===== config.mk =====
export PLATFORM = sky130hd
export DESIGN_NAME = noise_sequencer
export DESIGN_NICKNAME = d
export VERILOG_FILES = /design/src/rtl/synth_pkg.sv /design/src/rtl/seq_pattern_ram.sv /design/src/rtl/noise_sequencer.sv
export SDC_FILE = /design/constraint.sdc
export NUM_CORES = 1
export LEC_CHECK = 0
export ABC_AREA = 1
export CORE_MARGIN = 2
export CORE_UTILIZATION = 35
export DETAILED_ROUTE_END_ITERATION = 10
export PLACE_DENSITY = 0.57
export REMOVE_ABC_BUFFERS = 1
export SLEW_MARGIN = 10
export SYNTH_ARGS = -nofsm -noshare
export SYNTH_HDL_FRONTEND = slang
export SYNTH_SLANG_ARGS = --single-unit

===== constraint.sdc =====
create_clock -name clk -period 2.3 [get_ports clk]
set_input_delay 0.23 -clock clk [delete_from_list [all_inputs] [get_ports clk]]
set_output_delay 0.23 -clock clk [all_outputs]
set_load 0.05 [all_outputs]

===== src/rtl/synth_pkg.sv =====
// rtl/synth_pkg.sv - shared types and sizes for the voice step sequencer
package synth_pkg;

    localparam int STEPS    = 8;
    localparam int PERIOD_W = 32;
    localparam int LEN_W    = 16;
    localparam int STEP_W   = $clog2(STEPS);

    typedef enum logic {
        IDLE = 1'b0,
        PLAY = 1'b1
    } seq_state_t;

    typedef struct packed {
        logic [PERIOD_W-1:0] period;
        logic [LEN_W-1:0]    len;
    } step_t;

endpackage


===== src/rtl/seq_pattern_ram.sv =====
// rtl/seq_pattern_ram.sv - STEPS-entry pattern store, synchronous write, asynchronous read
module seq_pattern_ram
    import synth_pkg::*;
(
    input  logic              clk,
    input  logic              reset,
    input  logic              wr_en,
    input  logic [STEP_W-1:0] wr_addr,
    input  step_t             wr_data,
    input  logic [STEP_W-1:0] rd_addr,
    output step_t             rd_data
);

    step_t mem_q [STEPS];
    step_t mem_d [STEPS];

    always_comb begin
        mem_d = mem_q;
        if (wr_en) begin
            mem_d[wr_addr] = wr_data;
        end
    end

    always_ff @(posedge clk or negedge reset) begin
        if (!reset) begin
            for (int i = 0; i < STEPS; i++) begin
                mem_q[i] <= '0;
            end
        end else begin
            mem_q <= mem_d;
        end
    end

    // Read returns pre-write contents, so a same-cycle load sees the old entry.
    assign rd_data = mem_q[rd_addr];

endmodule


===== src/rtl/noise_sequencer.sv =====
// rtl/noise_sequencer.sv - pattern step sequencer driving a voice's period and gate
module noise_sequencer
    import synth_pkg::*;
(
    input  logic                clk,
    input  logic                reset,
    input  logic                wr_en,
    input  logic [STEP_W-1:0]   wr_addr,
    input  logic [PERIOD_W-1:0] wr_period,
    input  logic [LEN_W-1:0]    wr_len,
    input  logic [31:0]         tick_div,
    input  logic                start,
    input  logic                stop,
    input  logic                loop,
    output logic [PERIOD_W-1:0] period,
    output logic                gate,
    output logic [STEP_W-1:0]   step,
    output logic                busy,
    output logic                done
);

    seq_state_t          state_q,   state_d;
    logic [STEP_W-1:0]   step_q,    step_d;
    logic [PERIOD_W-1:0] period_q,  period_d;
    logic                gate_q,    gate_d;
    logic                done_q,    done_d;
    logic [31:0]         div_cnt_q, div_cnt_d;
    logic [LEN_W-1:0]    len_cnt_q, len_cnt_d;
    logic [LEN_W-1:0]    cur_len_q, cur_len_d;

    logic [STEP_W-1:0]   rd_addr;
    step_t               rd_data;
    step_t               wr_data;
    logic [31:0]         div_last;
    logic [LEN_W-1:0]    len_last;
    logic                tick;
    logic                expire;
    logic                last_step;

    assign wr_data = '{period: wr_period, len: wr_len};

    seq_pattern_ram u_ram (
        .clk     (clk),
        .reset   (reset),
        .wr_en   (wr_en),
        .wr_addr (wr_addr),
        .wr_data (wr_data),
        .rd_addr (rd_addr),
        .rd_data (rd_data)
    );

    always_comb begin
        div_last  = (tick_div == 32'd0) ? 32'd0 : tick_div - 32'd1;
        len_last  = (cur_len_q == '0) ? '0 : cur_len_q - LEN_W'(1);
        tick      = (state_q == PLAY) && (div_cnt_q == div_last);
        expire    = tick && (len_cnt_q == len_last);
        last_step = (step_q == STEP_W'(STEPS - 1));
        rd_addr   = start ? '0 : step_q + STEP_W'(1);

        state_d   = state_q;
        step_d    = step_q;
        period_d  = period_q;
        gate_d    = gate_q;
        done_d    = 1'b0;
        div_cnt_d = div_cnt_q;
        len_cnt_d = len_cnt_q;
        cur_len_d = cur_len_q;

        if (stop || (state_q == PLAY && expire && last_step && !loop && !start)) begin
            state_d   = IDLE;
            step_d    = '0;
            period_d  = '0;
            gate_d    = 1'b0;
            div_cnt_d = '0;
            len_cnt_d = '0;
            done_d    = !stop;
        end else if (start || (state_q == PLAY && expire)) begin
            // Length is latched at load so a rewrite of the live step cannot stretch it.
            state_d   = PLAY;
            step_d    = rd_addr;
            period_d  = rd_data.period;
            gate_d    = (rd_data.period != '0);
            cur_len_d = rd_data.len;
            div_cnt_d = '0;
            len_cnt_d = '0;
        end else if (state_q == PLAY) begin
            div_cnt_d = tick ? 32'd0 : div_cnt_q + 32'd1;
            if (tick) begin
                len_cnt_d = len_cnt_q + LEN_W'(1);
            end
        end
    end

    always_ff @(posedge clk or negedge reset) begin
        if (!reset) begin
            state_q   <= IDLE;
            step_q    <= '0;
            period_q  <= '0;
            gate_q    <= 1'b0;
            done_q    <= 1'b0;
            div_cnt_q <= '0;
            len_cnt_q <= '0;
            cur_len_q <= '0;
        end else begin
            state_q   <= state_d;
            step_q    <= step_d;
            period_q  <= period_d;
            gate_q    <= gate_d;
            done_q    <= done_d;
            div_cnt_q <= div_cnt_d;
            len_cnt_q <= len_cnt_d;
            cur_len_q <= cur_len_d;
        end
    end

    assign period = period_q;
    assign gate   = gate_q;
    assign step   = step_q;
    assign busy   = (state_q == PLAY);
    assign done   = done_q;

endmodule

==> metrics, run 1 <==
status=finished, violations left; failing checks=negative setup slack; Finished Layout Cells=4602; Worst Setup EP=cur_len_q[5]; TritonRoute pass-1 iters=6; total I/O pin count=~130; Reg-to-Reg Start=cur_len_q[4]; Worst setup EP type=flip-flop; Hold Vio Cnt, Final=0; FF-to-FF setup slack=-440 ps; Post-synth EDFFs=0; CP top delay family=simple AND/OR/NAND/NOR gates; cells along the critical path=nor2_4, nand2_1, nor2_4, nand2_4, nand2_1, xor2_1, o21ai_0, nor2_1, nand3_1, nor2_2, nand4_1, nand2_4, buf_6, clkbuf_16, nand4_1, nand2_1; WP buf/inv=2; Post-DRT Antenna Nets=0; synthesis-stage register bit count=slightly below 500; Remaining DRCs=0; fin worst setup slack=-440 ps; Setup crit start=cur_len_q[4]; Mapped Area=about 25000 um^2; ys async rst share=between 90% and 100%; total CTS buffers=53; GRT Residual Overflow=0; Leak=15.5 nW; Die Area=around 73000 um^2; syn_area_per_cell=7.70 um^2; reg2reg end=cur_len_q[5]; Post-Syn Instances=~3200; largest net degree at the start of global routing=97; CTS root buffer=clkbuf_16; most frequent cells in the layout=nand2_1, dfrtp_1, o21ai_0; depth of the CTS H-tree=2; post-place setup slack=-1100 ps; Via density=between 5 and 6; Slew Limit Fails=0; maxcap violations=0; Slew headroom=a little over half; vias in the first global route=around 23000; final instance area=approximately 33000 um^2; Core Area=69900 um^2; commonest non-fill, non-tap cell in the layout=nand2_1; Layout fillers=around 6900; global-route wire length before repair=approximately 130 mm; crit path kind=flip-flop to flip-flop; final wirelength=slightly above 80 mm; Area Overhead vs Synth=34.2%; R2R depth=16; Reg area=12200 um^2; FMAX=around 360 MHz; Ys Warns=0; CP Launch Type=flip-flop; CP arrival=around 3300 ps; crit-path max FO=7; Multi-input gate area=11700 um^2; total number of vias=between 20000 and 25000; Worst Tran Pin Value=between 600 and 700 ps; slowest stage delay, CP=450 ps; HPWL after detailed placement=between 50 and 60 mm; fin crit period=around 2700 ps; Synth cell types=roughly 40; Worst path depth=16; Die Height=~270 um; Inst Count DP=roughly 4400; RSZ-0062 raised after global routing=yes; largest buffer count on any clock path=3; CTS clock-pin slew for the worst setup and hold paths=approximately 60 ps; routed len/inst=18.0 um; CTS sink cnt=486; slowest CP cell=dfrtp_2; 1st-iter DRT viols=2044; All-Layer GR Usage=~22%; most numerous cell on the critical path=nand2_1; Hold Path Class=input pin to async pin; Critical Path RT=roughly 2800 ps; Worst Clk Skew=~23 ps; CTS tree=done; ys flop type=dfrtp_1; number of diodes=0; Layout Nets=between 3000 and 4000; row cnt=slightly below 100; Skew-Pair Late Insertion Delay=~600 ps; Hold Slack=approximately 200 ps; cell area power density=745 nW/um^2; sequential area share after synthesis=approximately half; period utilization=119%; Routability Congestion=between 0.9 and 1; peak supply drop=about 650 uV; Die Wd=270 um; Setup Viol. Count Final=just over 70; layout cell share with drive strength beyond 1=roughly a fifth; Buffers on Ports=approximately 130; DP Area=approximately 30000 um^2; initial antenna violation count=1; Initial Utilization=a little over a third; post-route total power=approximately 0.025 W
metrics by stage:
stage	util, %	TNS (ps)
CTS	45.8	-21590
finish	47.4	-24470
global placement	42.4	-99280
floorplan	-	-429780
global route	47.4	-34550
detailed placement	42.4	-104420
worst min path at each step:
stage	startpoint	endpoint	slack, ps	cells after the start
after floorplan	reset	busy	-70	0
after global placement	reset	cur_len_q[11]	210	1
after detailed placement	reset	cur_len_q[11]	210	1
after CTS	wr_period[17]	u_ram.mem_q[33]	180	3
after global routing	reset	cur_len_q[10]	220	2
final	reset	cur_len_q[10]	200	2
repair_timing:
item,in CTS,in global routing
resized for setup,129,247
setup endpoints to repair,103,102
hold buffers,1,0
buffers inserted,30,20
hold endpoints to repair,163,0
pin swaps,51,77
cloned,6,15
routing by layer:
layer	vias to the layer above	wire (um)	GRT usage, %
met2	645	38900	35.8
met4	2	1770	4.87
met1	11300	37700	30.3
met3	121	4620	2.96
met5	-	8	0
li1	11500	-	-
logic make-up (layout without fill, tap and decap cells):
family,count (synthesis),in the layout,synth area share [%]
buf+inv,442,898,7.14
simple gates,1540,1540,25.8
fa+ha+maj,6,6,0.304
flops,486,486,49.3
xor+xnor,38,38,1.35
compound gates,694,694,16.1
sequential cells by signal, summed over array words and instances, names as in the netlist:
register / count
u_ram.mem_q: 384
div_cnt_q: 32
period: 32
cur_len_q: 16
len_cnt_q: 16
step: 3
busy: 1
done: 1
gate: 1
cell usage after synthesis (6+ instances only):
cell type	instances	area share, %
buf_6	12	0.55
nor2_2	7	0.18
xor2_1	37	1.3
a31oi_1	45	1.1
clkbuf_1	145	2.2
o21a_1	14	0.43
o22ai_1	22	0.56
o221ai_1	92	3.3
dfrtp_1	486	49
ha_1	6	0.30
buf_1	17	0.26
nor3_1	24	0.49
buf_2	8	0.16
nand3_1	197	4.0
inv_2	7	0.11
inv_1	249	3.8
nand2_1	986	15
nor4_1	12	0.30
o21bai_1	12	0.37
a21oi_1	89	1.8
o21ai_0	410	8.3
nand4_1	66	1.7
nor2_1	228	3.5
layout make-up:
type	instances	share of cell area, %
clock buffer	84	4.87
clock inverter	10	0.329
inverter	259	3.05
multi-input combinational	2278	35.4
sequential	486	36.7
tap	940	3.55
timing repair buffer	545	16.0
worst reg2reg max path, delay by kind of cell, from the launching register on:
kind                      cells  cell delay, ps
AOI/OAI and AO/OA             1             140
and+or+nand+nor              12            1550
buffers and inverters         2             330
DFF                           1             450
xor gates and xnor gates      1             200
where the power goes:
| group | switching, W | internal [W] |
|---|---|---|
| clock network | 0.00359 | 0.00491 |
| logic | 0.00305 | 0.00236 |
| registers | 0.000795 | 0.00996 |
Note: power is estimated with default switching activity, not from simulation.
==> run 2: changes to the inputs <==
PLACE_DENSITY = 0.55   (was 0.57)
clock period = 3.22 ns   (was 2.3 ns; I/O delays follow)
==> metrics, run 2 (same netlist as run 1, synthesis figures left out) <==
maxcap violations=0 (unchanged); initial antenna violation count=0 (-1); Largest register FFs=384 (unchanged); Buffers on Ports=126 (unchanged); number of diodes=0 (unchanged); period utilization=94.1% (-25 points); Layout Nets=3506 (-5.7%); Largest Register=u_ram.mem_q; Hold Path Class=input pin to async pin; TNS Setup=0 ps (+24470 ps); TritonRoute pass-1 iters=6 (unchanged); layout cell share with drive strength beyond 1=9.80% (-11 points); Die Height=270 um (unchanged); Post-DRT Antenna Nets=0 (unchanged); Die Wd=270 um (unchanged); GRT Residual Overflow=0 (unchanged); CTS root buffer=clkbuf_16; slowest stage delay, CP=450 ps (about the same); WP buf/inv=2 (unchanged); Skew-Pair Late Insertion Delay=610 ps (about the same); Worst setup EP type=flip-flop; met3 usage=2.78% (-0.18 points); crit path kind=flip-flop to flip-flop; row cnt=97 (unchanged); cells along the critical path=ha_1, ha_1, nand2_4, buf_12, buf_4, nand3_1, a21oi_1, a31oi_1, nor4_1, nand2_1, nor2_1, nand2_1, nand3_1, nand2_1; Area Overhead vs Synth=22.3%; Via density=5.06 (-1.2%); crit-path max FO=18 (+11); Hold Vio Cnt, Final=0 (unchanged); status=finished clean; Die Area=72700 um^2 (unchanged); largest net degree at the start of global routing=97 (unchanged); cell area power density=568 nW/um^2 (-24%); met2 Use GR=34.3% (-1.5 points); most numerous cell on the critical path=nand2_1; CTS clock-pin slew for the worst setup and hold paths=60 ps (about the same); Routability Congestion=0.930 (-0.89%); Worst Tran Pin Value=1140 ps (+450 ps); CTS sink cnt=486 (unchanged); CP top delay family=simple AND/OR/NAND/NOR gates; depth of the CTS H-tree=2 (unchanged); Slew headroom=24.2% (-30 points); slowest CP cell=nor4_1; global-route wire length before repair=123 mm (-3.8%); Critical Path RT=3730 ps (+900 ps); HPWL after detailed placement=49.6 mm (-4.6%); routed len/inst=17.3 um (-4.1%); CP Launch Type=flip-flop; fin crit period=3030 ps (+289 ps); Layout fillers=7210 (+4.7%); Initial Utilization=35.3% (unchanged); total I/O pin count=127 (unchanged); largest buffer count on any clock path=3 (unchanged); Setup Viol. Count Final=0 (-100%); total CTS buffers=52 (-1.9%); most frequent cells in the layout=nand2_1, dfrtp_1, o21ai_0; global routing's busiest layer=met2; Hold Slack=297 ps (+97.8 ps); Slew Limit Fails=0 (unchanged); final wirelength=75.9 mm (-8.6%); M1 GR Usage=29.5% (-0.88 points); commonest non-fill, non-tap cell in the layout=nand2_1; FMAX=330 MHz (-9.5%); Remaining DRCs=0 (unchanged); peak supply drop=440 uV (-33%); CP arrival=3540 ps (+270 ps); Leak=14.1 nW (-9.0%); vias in the first global route=21700 (-4.5%); Core Area=69900 um^2 (unchanged); CTS tree=done; 1st-iter DRT viols=1786 (-13%); post-route total power=0.0171 W (-30%); All-Layer GR Usage=20.9% (-0.84 points); Worst Clk Skew=27.5 ps (+4.55 ps); total number of vias=22200 (-5.7%)
-- run 2: cell count changes in the layout (fill, tap and decap cells not counted), sizes merged, moves of 4 or more --
cell / delta
buf: -201
bufinv: +6
clkbuf: -44
clkdlybuf4s15: -7
clkdlybuf4s50: +33
dlygate4sd2: -4
-- run 2: path summary, 6_finish.rpt --
check,startpoint,endpoint,slack (ps),cells past startpoint
max in group asynchronous,reset,u_ram.mem_q[47],2010,4
worst min-delay path,reset,u_ram.mem_q[132],300,2
min in group clk,wr_period[23],u_ram.mem_q[39],300,3
worst max register to register,step[1],gate,190,14
worst min register to register,period[11],period[11],480,2
worst max-delay path,step[1],gate,190,14
-- run 2: area by class of cell --
type / instances / area (um^2) / area share, %
sequential: 486 / 12200 / 40.3
timing repair buffer: 334 / 3170 / 10.5
tap: 940 / 1180 / 3.90
inverter: 259 / 982 / 3.25
clock inverter: 21 / 334 / 1.11
clock buffer: 71 / 1500 / 4.98
multi-input combinational: 2278 / 10900 / 36.0
-- run 2: where the power goes --
group,internal [W],switching [W]
Clock,0.00383,0.00256
Combinational,0.00120,0.00186
Sequential,0.00711,0.000581
Total,0.0121,0.00500
-- run 2: per-stage QoR --
step / area [um^2] / worst slack, ps / utilization, % / std cells
3_5_place_dp: 28300 / -289 / 40.5 / 4296
3_3_place_gp: 28300 / -288 / 40.5 / 4296
6_report: 30200 / 191 / 43.2 / 4389
2_1_floorplan: 23900 / -4560 / - / 3023
4_1_cts: 30200 / 154 / 43.1 / 4389
5_1_grt: 30200 / -12.4 / 43.2 / 4389
-- run 2: per-layer routing --
metal	wire, um	vias up
li1	-	11100
met2	35100	509
met1	35700	10500
met5	0	-
met4	1300	0
met3	3750	80
-- run 2: timing repair --
action | in CTS | in global routing
hold buffers | 1 | 0
setup endpoints to repair | 0 | 71
endpoints found under the hold margin | 57 | 0
buffers inserted | 0 | 0
resized for setup | 0 | 9
==> run 3: changes to the inputs <==
CTS_CLUSTER_SIZE = 24   (was unset)
==> results of run 3 <==
The final DEF is identical to that of run 2; final timing and power are the same.
